## src/rtl/output_vc_arbiter.sv

```systemverilog
// -----------------------------------------------------------------------------
// output_vc_arbiter
//
// Multi-input output arbiter for a router output port. Each input port owns a
// small flit FIFO; a round-robin arbiter picks one nonempty FIFO per cycle and
// loads its head flit into a single registered output stage with a
// valid/ready handshake toward the downstream router or sink.
//
// In wormhole mode (PKT_MODE=1) the output is held by one input from its head
// flit until its tail flit (bit DATA_WIDTH-1 set) has been forwarded, so flits
// of different packets never interleave on the output link.
//
// Parameters
//   DATA_WIDTH  flit width in bits (>= 8)
//   VC_DEPTH    per-input FIFO depth in flits (power of 2, >= 2)
//   NUM_PORTS   number of input ports (2..8): 0=N, 1=S, 2=E, 3=W, 4=Local
//   PKT_MODE    0 = single-flit packets, 1 = wormhole with tail flag in MSB
//
// Ports
//   clk          clock, all state changes on the rising edge
//   rst_n        synchronous active-low reset
//   in_data      flit from port i on bits [i*DATA_WIDTH +: DATA_WIDTH]
//   in_valid     per-port flit valid
//   in_ready     per-port FIFO not full (registered state only, low in reset)
//   out_data     registered output flit
//   out_valid    registered output valid
//   out_ready    downstream accepts the output flit
//   vc_nonempty  per-port FIFO holds at least one flit
// -----------------------------------------------------------------------------
module output_vc_arbiter #(
  parameter int DATA_WIDTH = 32,
  parameter int VC_DEPTH   = 4,
  parameter int NUM_PORTS  = 5,
  parameter int PKT_MODE   = 0
) (
  input  logic                            clk,
  input  logic                            rst_n,
  input  logic [NUM_PORTS*DATA_WIDTH-1:0] in_data,
  input  logic [NUM_PORTS-1:0]            in_valid,
  output logic [NUM_PORTS-1:0]            in_ready,
  output logic [DATA_WIDTH-1:0]           out_data,
  output logic                            out_valid,
  input  logic                            out_ready,
  output logic [NUM_PORTS-1:0]            vc_nonempty
);

  localparam int AW = $clog2(VC_DEPTH);
  localparam int CW = AW + 1;
  localparam int PW = $clog2(NUM_PORTS);

  logic [NUM_PORTS-1:0]                 wr_en;
  logic [NUM_PORTS-1:0]                 rd_en;
  logic [NUM_PORTS-1:0]                 eligible;
  logic [NUM_PORTS-1:0][DATA_WIDTH-1:0] head_data;

  logic [PW-1:0]         last_grant;
  logic [PW-1:0]         grant_idx;
  logic                  grant_found;
  logic                  stage_free;
  logic                  pop;
  logic [DATA_WIDTH-1:0] pop_data;

  logic                  locked;
  logic [PW-1:0]         lock_port;

  logic [DATA_WIDTH-1:0] data_p0;
  logic                  vld_p0;

  // ---------------------------------------------------------------------------
  // Stage: per-port input FIFOs
  // ---------------------------------------------------------------------------
  for (genvar i = 0; i < NUM_PORTS; i++) begin : g_vc
    logic [DATA_WIDTH-1:0] mem [VC_DEPTH];
    logic [AW-1:0]         wr_ptr;
    logic [AW-1:0]         rd_ptr;
    logic [CW-1:0]         count;

    // in_ready gated by rst_n so nothing is accepted while reset is held.
    assign in_ready[i]    = (count != CW'(VC_DEPTH)) && rst_n;
    assign wr_en[i]       = in_valid[i] && in_ready[i];
    assign rd_en[i]       = pop && (grant_idx == PW'(i));
    assign vc_nonempty[i] = (count != '0);
    // While locked, only the packet owner may compete for the output.
    assign eligible[i]    = (count != '0) && (!locked || (lock_port == PW'(i)));
    assign head_data[i]   = mem[rd_ptr];

    always_ff @(posedge clk) begin
      if (!rst_n) begin
        wr_ptr <= '0;
        rd_ptr <= '0;
        count  <= '0;
      end else begin
        if (wr_en[i]) wr_ptr <= wr_ptr + 1'b1;
        if (rd_en[i]) rd_ptr <= rd_ptr + 1'b1;
        case ({wr_en[i], rd_en[i]})
          2'b10:   count <= count + 1'b1;
          2'b01:   count <= count - 1'b1;
          default: count <= count;
        endcase
      end
    end

    always_ff @(posedge clk) begin
      if (wr_en[i]) mem[wr_ptr] <= in_data[i*DATA_WIDTH +: DATA_WIDTH];
    end
  end

  // ---------------------------------------------------------------------------
  // Stage: round-robin arbitration
  // ---------------------------------------------------------------------------
  always_comb begin
    grant_found = 1'b0;
    grant_idx   = last_grant;
    // Offsets 1..NUM_PORTS visit every port once, ending on last_grant itself,
    // so the most recent winner has the lowest priority.
    for (int k = 1; k <= NUM_PORTS; k++) begin
      int idx;
      idx = (int'(last_grant) + k) % NUM_PORTS;
      if (!grant_found && eligible[idx]) begin
        grant_found = 1'b1;
        grant_idx   = PW'(idx);
      end
    end
  end

  assign stage_free = !vld_p0 || out_ready;
  assign pop        = stage_free && grant_found;
  assign pop_data   = head_data[grant_idx];

  // ---------------------------------------------------------------------------
  // Stage: registered output and packet lock
  // ---------------------------------------------------------------------------
  always_ff @(posedge clk) begin
    if (!rst_n) begin
      vld_p0     <= 1'b0;
      data_p0    <= '0;
      last_grant <= PW'(NUM_PORTS - 1);
      locked     <= 1'b0;
      lock_port  <= '0;
    end else if (stage_free) begin
      // No winner: drop valid but keep the last flit on the data bus.
      vld_p0 <= grant_found;
      if (grant_found) begin
        data_p0    <= pop_data;
        last_grant <= grant_idx;
        if (PKT_MODE != 0) begin
          locked    <= !pop_data[DATA_WIDTH-1];
          lock_port <= grant_idx;
        end
      end
    end
  end

  assign out_data  = data_p0;
  assign out_valid = vld_p0;

endmodule

```

## config.mk

```make
export PLATFORM = sky130hd
export DESIGN_NAME = output_vc_arbiter
export DESIGN_NICKNAME = d
export VERILOG_FILES = /design/src/rtl/output_vc_arbiter.sv
export SDC_FILE = /design/constraint.sdc
export NUM_CORES = 1
export LEC_CHECK = 0
export BUFFER_PORTS_ARGS = -buffer_cell sky130_fd_sc_hd__buf_2
export CAP_MARGIN = 20
export CORE_MARGIN = 4
export CORE_UTILIZATION = 35
export DETAILED_ROUTE_END_ITERATION = 12
export GPL_TIMING_DRIVEN = 0
export HOLD_SLACK_MARGIN = 0.08
export PLACE_DENSITY = 0.6
export SKIP_LAST_GASP = 1
export SLEW_MARGIN = 20
export SYNTH_ARGS = -nofsm -noshare
export SYNTH_HDL_FRONTEND = slang
export SYNTH_SLANG_ARGS = --single-unit
export TNS_END_PERCENT = 30
```

## constraint.sdc

```tcl
create_clock -name clk -period 8.6 [get_ports clk]
set_clock_uncertainty 0.05 [all_clocks]
set_input_delay 1.72 -clock clk [delete_from_list [all_inputs] [get_ports clk]]
set_output_delay 1.72 -clock clk [all_outputs]
set_load 0.05 [all_outputs]
```

---- Yosys cells after proc, flatten, opt, wreduce, memory -nomap -nowiden ----
Memory sizes are Yosys's and may differ from the RTL's. A register that Yosys moved wholly into a read port is not among the register bits.
Cells that the tools add are included.
word-level totals
  latch bits .............................. 0
  register bits ........................... 71
  bits in read-only memories .............. 0
  word-level logic and storage cells ...... 168
  bits of input ports ..................... 168
  memories ................................ 5
  output and inout port bits .............. 43
  bits in writable memories ............... 640
operators by class
  bitwise logic cells ..................... 0
  $add $sub $neg .......................... 25
  reductions and logical operators ........ 38
  eq/ne operators ......................... 19
  div/mod/pow operators ................... 5
  order comparisons ....................... 6
  muxes and demuxes ....................... 52
  shift operators ......................... 0
  multipliers ............................. 0
memory list
  memory       depth  width  rd ports  clocked after memory_dff  write ports  line  RTL
  g_vc[0].mem  4      32     1         1                         1            73    logic [DATA_WIDTH-1:0] mem [VC_DEPTH];
  g_vc[1].mem  4      32     1         1                         1            73
  g_vc[2].mem  4      32     1         1                         1            73
  g_vc[3].mem  4      32     1         1                         1            73
  g_vc[4].mem  4      32     1         1                         1            73
operator list
  kind                                                     number
  < comparator 32 x 5 -> 1 bit (second input constant)     5
  remainder unit 32 x 4 -> 32 bit (second input constant)  5
  binary-select mux 32 bit (select 3 bit)                  1
  2-to-1 mux 32 bit                                        1
  one-hot mux 3 bit (2 select lines)                       5
  2-to-1 mux 1 bit                                         25
  adder 2 x 1 -> 2 bit (second input constant)             10
  logical AND 1 bit                                        20
  2-to-1 mux 2 bit                                         10
  adder 3 x 1 -> 3 bit (second input constant)             5
  binary-select mux 1 bit (select 3 bit)                   5
  2-to-1 mux 3 bit                                         5
  != test 3 bit (second input constant)                    5
  nonzero test 3 bit                                       5
  subtractor 3 x 1 -> 3 bit (second input constant)        5
  equality test 2 x 1 -> 1 bit (second input constant)     5
  equality test 2 bit (second input constant)              5
  nonzero test 2 bit                                       5
  adder 3 x 2 -> 4 bit (second input constant)             2
  adder 3 x 3 -> 4 bit (second input constant)             2
  equality test 3 x 2 -> 1 bit (second input constant)     2
  logical NOT 1 bit                                        5
  adder 3 x 1 -> 4 bit (second input constant)             1
  < comparator 3 x 4 -> 1 bit (second input constant)      1
  other kinds (5)                                          5

---- Depth between registers and ports, before layout ----
  depth after elaboration ................. 22
  gate-level depth with buffers ........... 30

---- Least setup slack after synthesis ----
OpenSTA, ideal clock, no wires.
  path kind ............................... flip-flop to flip-flop
  start ................................... reg last_grant[0]
  end ..................................... reg g_vc[0].count[2]
  path slack .............................. 2.285 ns
  library setup time ...................... 0.070 ns
  cell stages (with the launch flop) ...... 28
  arrival ................................. 6.195 ns
  period minus slack after synthesis ...... 6.315 ns
  buffers on the path ..................... 4
  cells stage by stage .................... dfxtp_1 buf_6 buf_2 inv_1 clkbuf_1 ha_1 ha_1 nor3_1 o22a_1 xnor2_2 inv_1 ha_1 mux4_2 nand3_1 and3_1 a21bo_1 a221oi_1 o31a_1 o22ai_1 buf_4 or4b_4 inv_1 ha_1 inv_1 fa_1 xor2_1 or3_1 a21oi_1
on the way
  longest elaborated chain between the ends .. 22
ends and longest elaborated chain
  what                                                                             line     RTL
  start: declaration                                                               56       logic [PW-1:0] last_grant;
  start signal: assignment                                                         137      last_grant <= PW'(NUM_PORTS - 1);
  start signal: assignment                                                         145      last_grant <= grant_idx;
  adder 3 x 1 -> 4 bit                                                             118      idx = (int'(last_grant) + k) % NUM_PORTS;
  remainder unit 32 x 4 -> 32 bit                                                  118
  binary-select mux 1 bit (select 3 bit)                                           119      if (!grant_found && eligible[idx]) begin
  2-to-1 mux 1 bit (not written as such) (2 in series)                             119
  2-to-1 mux 1 bit                                                                 119
  logical NOT 1 bit                                                                119
  logical AND 1 bit                                                                119
  2-to-1 mux 1 bit                                                                 119
  [6 not listed]                                                                   n/a
  logical NOT 1 bit                                                                119
  logical AND 1 bit                                                                119
  2-to-1 mux 3 bit / 2-to-1 mux 1 bit (equally long branches)                      119
  logical NOT 3 bit / logical AND 1 bit (equally long branches)                    81, 127
  logical AND 1 bit *                                                              81       assign rd_en[i] = pop && (grant_idx == PW'(i));
  via rd_en[0]                                                                     52       logic [NUM_PORTS-1:0] rd_en;
  equality test 2 x 1 -> 1 bit / equality test 2 bit (equally long branches)       95       case ({wr_en[i], rd_en[i]})
  one-hot mux 3 bit (2 select lines) / nonzero test 2 bit (equally long branches)  n/a
  end signal: assignment                                                           96       2'b10: count <= count + 1'b1;
  end signal: assignment                                                           97       2'b01: count <= count - 1'b1;
  end signal: assignment                                                           98       default: count <= count;
  end: declaration                                                                 76       logic [CW-1:0] count;
The timed path passes the listed nets; every way through them passes the cells marked *. The select of a mux whose other input is x is not followed.
A chain may end at the register's enable or synchronous reset.

---- Worst setup path after layout ----
  start ................................... reg last_grant[0]
  end ..................................... reg g_vc[3].count[2]
on the way
  longest elaborated chain between the ends .. 22
ends and longest elaborated chain
  what                                                                             line
  adder 3 x 1 -> 4 bit                                                             118
  remainder unit 32 x 4 -> 32 bit                                                  118
  binary-select mux 1 bit (select 3 bit)                                           119
  2-to-1 mux 1 bit (not written as such) (2 in series)                             119
  2-to-1 mux 1 bit                                                                 119
  logical NOT 1 bit                                                                119
  logical AND 1 bit                                                                119
  2-to-1 mux 1 bit                                                                 119
  [6 not listed]                                                                   n/a
  logical NOT 1 bit                                                                119
  logical AND 1 bit                                                                119
  2-to-1 mux 3 bit / 2-to-1 mux 1 bit (equally long branches)                      119
  equality test 3 x 2 -> 1 bit / logical AND 1 bit (equally long branches)         81, 127
  logical AND 1 bit *                                                              81
  via rd_en[3]                                                                     52
  equality test 2 x 1 -> 1 bit / equality test 2 bit (equally long branches)       95
  one-hot mux 3 bit (2 select lines) / nonzero test 2 bit (equally long branches)  n/a
  end signal: assignment                                                           96
  end signal: assignment                                                           97
  end signal: assignment                                                           98
  end: declaration                                                                 76
Marks and branches as above.

==> impl_metrics.csv <==
group,metric,value,unit
run_status,outcome,"finished clean",
timing,worstMarginPinSlew,988,ps
timing,whs,441,ps
synthesis,synth-async-reset-ratio,0,
timing,fin_ws,588,ps
timing,hold_viol_final,0,
route,vias,16600,
die,io_pins,211,
route,route.detailed.drc,0,
flow_run,cap_violations,0,
critical_path,cp_max_fo,13,
clocking,clk_latency,600,ps
critical_path,max_stage_delay,520,ps
die,die_h,301,microns
clocking,root_buffer,"clkbuf_16",
clocking,cts.repair.resized,0,
synthesis,synth_area,30100,sq um
route,avgViaCountPerCell,5.18,
layout,nets,2225,
critical_path,cp.arrival,8470,ps
placed_design,dp_cells,3076,
timing,min_period_over_period,0.932,
layout,layout.cells.non_filler,3210,
clocking,post_cts_buffers,0,
clocking,cts_buffers,69,
timing,slew_headroom,0.336,
synthesis,synth_cell_type_count,83,
die,start_util,0.353,
synthesis,synthFlopType,"edfxtp_1",
placed_design,place_hpwl,55300,microns
die,fp.coreArea,85300,sq um
die,die_w,301,microns
synthesis,ys_seq_area_frac,0.693,
die,dieArea,90700,sq um
clocking,h-tree-depth,3,
route,drt-total-wl,76000,microns
placed_design,gp_congestion,0.885,
critical_path,cpMostUsedCell,"ha_1",
timing,tns,0,ps
placed_design,dp_slack,474,ps
timing,rsz0062_at_grt,"no",
route,drt-initial-drc-count,1406,
timing,finalSetupViolations,0,
critical_path,slowest_stage,"dfxtp_1",
clocking,clock-sinks,721,
synthesis,syn-num-nets,1925,
timing,fmax,0.125,GHz
global_routing,grt_pass1_wl,113000,microns
route,antenna_left,0,
clocking,cts_tree,"yes",
global_routing,grt_pass1_vias,17200,
global_routing,grt-ovfl-total,0,
synthesis,ys_warn_count,0,
die,row_count,107,
synthesis,syn_area_per_cell,17.7,sq um
worst_hold_path,hp-class,"reg2reg",
timing,layout_min_cycle_time,8010,ps
placed_design,io_buffers,209,
critical_path,setup.worst_path.class,"reg2reg",
synthesis,synthCells,1703,
layout,area_growth,17.1,%
critical_path,critical_path_required,9050,ps
clocking,clockBufferDepth,3,
global_routing,use_met2,0.289,
timing,drv_slew,0,
route,firstDrtPassIters,5,
clocking,holdBufCountCts,0,
critical_path,cp_top_family,"buffers and inverters",
synthesis,yosys_register_bits,721,
global_routing,grt_use_total,0.168,
global_routing,use_met3,0.0477,
global_routing,grt_max_degree,27,
critical_path,endpoint_kind,"register",
route,wl_per_cell,23.7,microns
clocking,clk_pin_slew,60,ps
global_routing,top_usage_layer,"met2",
global_routing,antenna_found_initial,35,
global_routing,use_met1,0.209,
layout,drive_gt1_frac,0.269,
synthesis,synth_edf_count,640,
critical_path,start_kind,"register",
critical_path,path_buf_inv,10,
cells in the final DEF (no fill, tap or decap), drive strengths merged, types with 12 or more instances in the layout:
cell type and n:
edfxtp 640, buf 265, mux4 162, clkbuf 145, inv 93, dfxtp 81, nor2 76, mux2i 76
ha 49, nand2b 42, a21oi 35, nand2 34, o22ai 34, o311a 32, o21ai 29, and3 24
clkinv 20, diode 15, xnor2 14, xor2 13, nor3 12
flip-flops by register name, summed over array words and instances, names as in the netlist, named ones only:
| name | count |
|---|---|
| g_vc.count | 15 |
| g_vc.wr_ptr | 10 |
| last_grant | 3 |
| out_valid | 1 |
| out_data | 32 |
| g_vc.rd_ptr | 10 |
| g_vc.mem | 640 |
metal layers:
| layer | routed length, microns | share of wire |
|---|---|---|
| met3 | 6250 | 0.082 |
| met4 | 1650 | 0.022 |
| met1 | 29800 | 0.39 |
| met5 | 113 | 0.0015 |
| met2 | 38200 | 0.50 |
synthesized netlist by cell type, types with 11 or more instances:
master      n  area (sq um)
nor2_1     76           285
a211oi_1   11          82.6
nor3_1     11          55.1
inv_1      91           342
xnor2_1    13           114
xor2_1     11          96.3
ha_1       49           613
o22ai_1    34           213
clkbuf_1   54           203
edfxtp_1  640         19200
buf_2      14          70.1
mux2i_1    76           761
nand2_1    34           128
a21oi_1    35           175
and3_1     24           150
o21ai_0    25           125
nand2b_1   42           263
dfxtp_1    81          1620
buf_1      13          48.8
mux4_2    162          3650
o311a_1    32           320
cells by family (layout without fill, tap and decap cells):
family / after synthesis / count (layout) / share of synthesized area
compound gates: 220 / 220 / 0.0551
buf+inv: 184 / 532 / 0.0255
mux: 241 / 241 / 0.148
fa+ha+maj: 54 / 54 / 0.0237
xor+xnor: 27 / 27 / 0.00898
flops: 721 / 721 / 0.693
other cells: 0 / 15 / 0
simple gates: 256 / 256 / 0.0462
metrics by stage:
| stage | utilization | cell area, sq um |
|---|---|---|
| after floorplan | - | 30100 |
| after global placement | 0.382 | 32600 |
| after detailed placement | 0.387 | 33000 |
| after CTS | 0.413 | 35200 |
| after global routing | 0.413 | 35200 |
| final | 0.413 | 35200 |
layout make-up:
cell class,count,area [sq um]
sequential,721,20800
fill,7618,50000
clock buffer,90,1880
inverter,93,349
timing repair buffer,229,1480
antenna,15,37.5
clock inverter,29,293
multi-input combinational,798,8510
tap,1144,1430
buffer,91,422
final timing paths:
kind / start / to / slack [ps] / depth (start not counted)
worst min register to register: g_vc[1].rd_ptr[1]$_SDFFE_PN0P_ / g_vc[1].rd_ptr[1]$_SDFFE_PN0P_ / 440 / 2
worst max-delay path: last_grant[0]$_SDFFE_PN0P_ / g_vc[3].count[2]$_SDFFE_PN0P_ / 590 / 30
worst max register to register: last_grant[0]$_SDFFE_PN0P_ / g_vc[3].count[2]$_SDFFE_PN0P_ / 590 / 30
worst min-delay path: g_vc[1].rd_ptr[1]$_SDFFE_PN0P_ / g_vc[1].rd_ptr[1]$_SDFFE_PN0P_ / 440 / 2
tightest hold or removal path, cell delays in order (launching register included):
cell	delay [ps]
dfxtp_1	310
nand2_1	50
mux2i_1	80
Power is not shown: default switching activity piles up to over one toggle a cycle in this logic, so the estimate is an artifact.
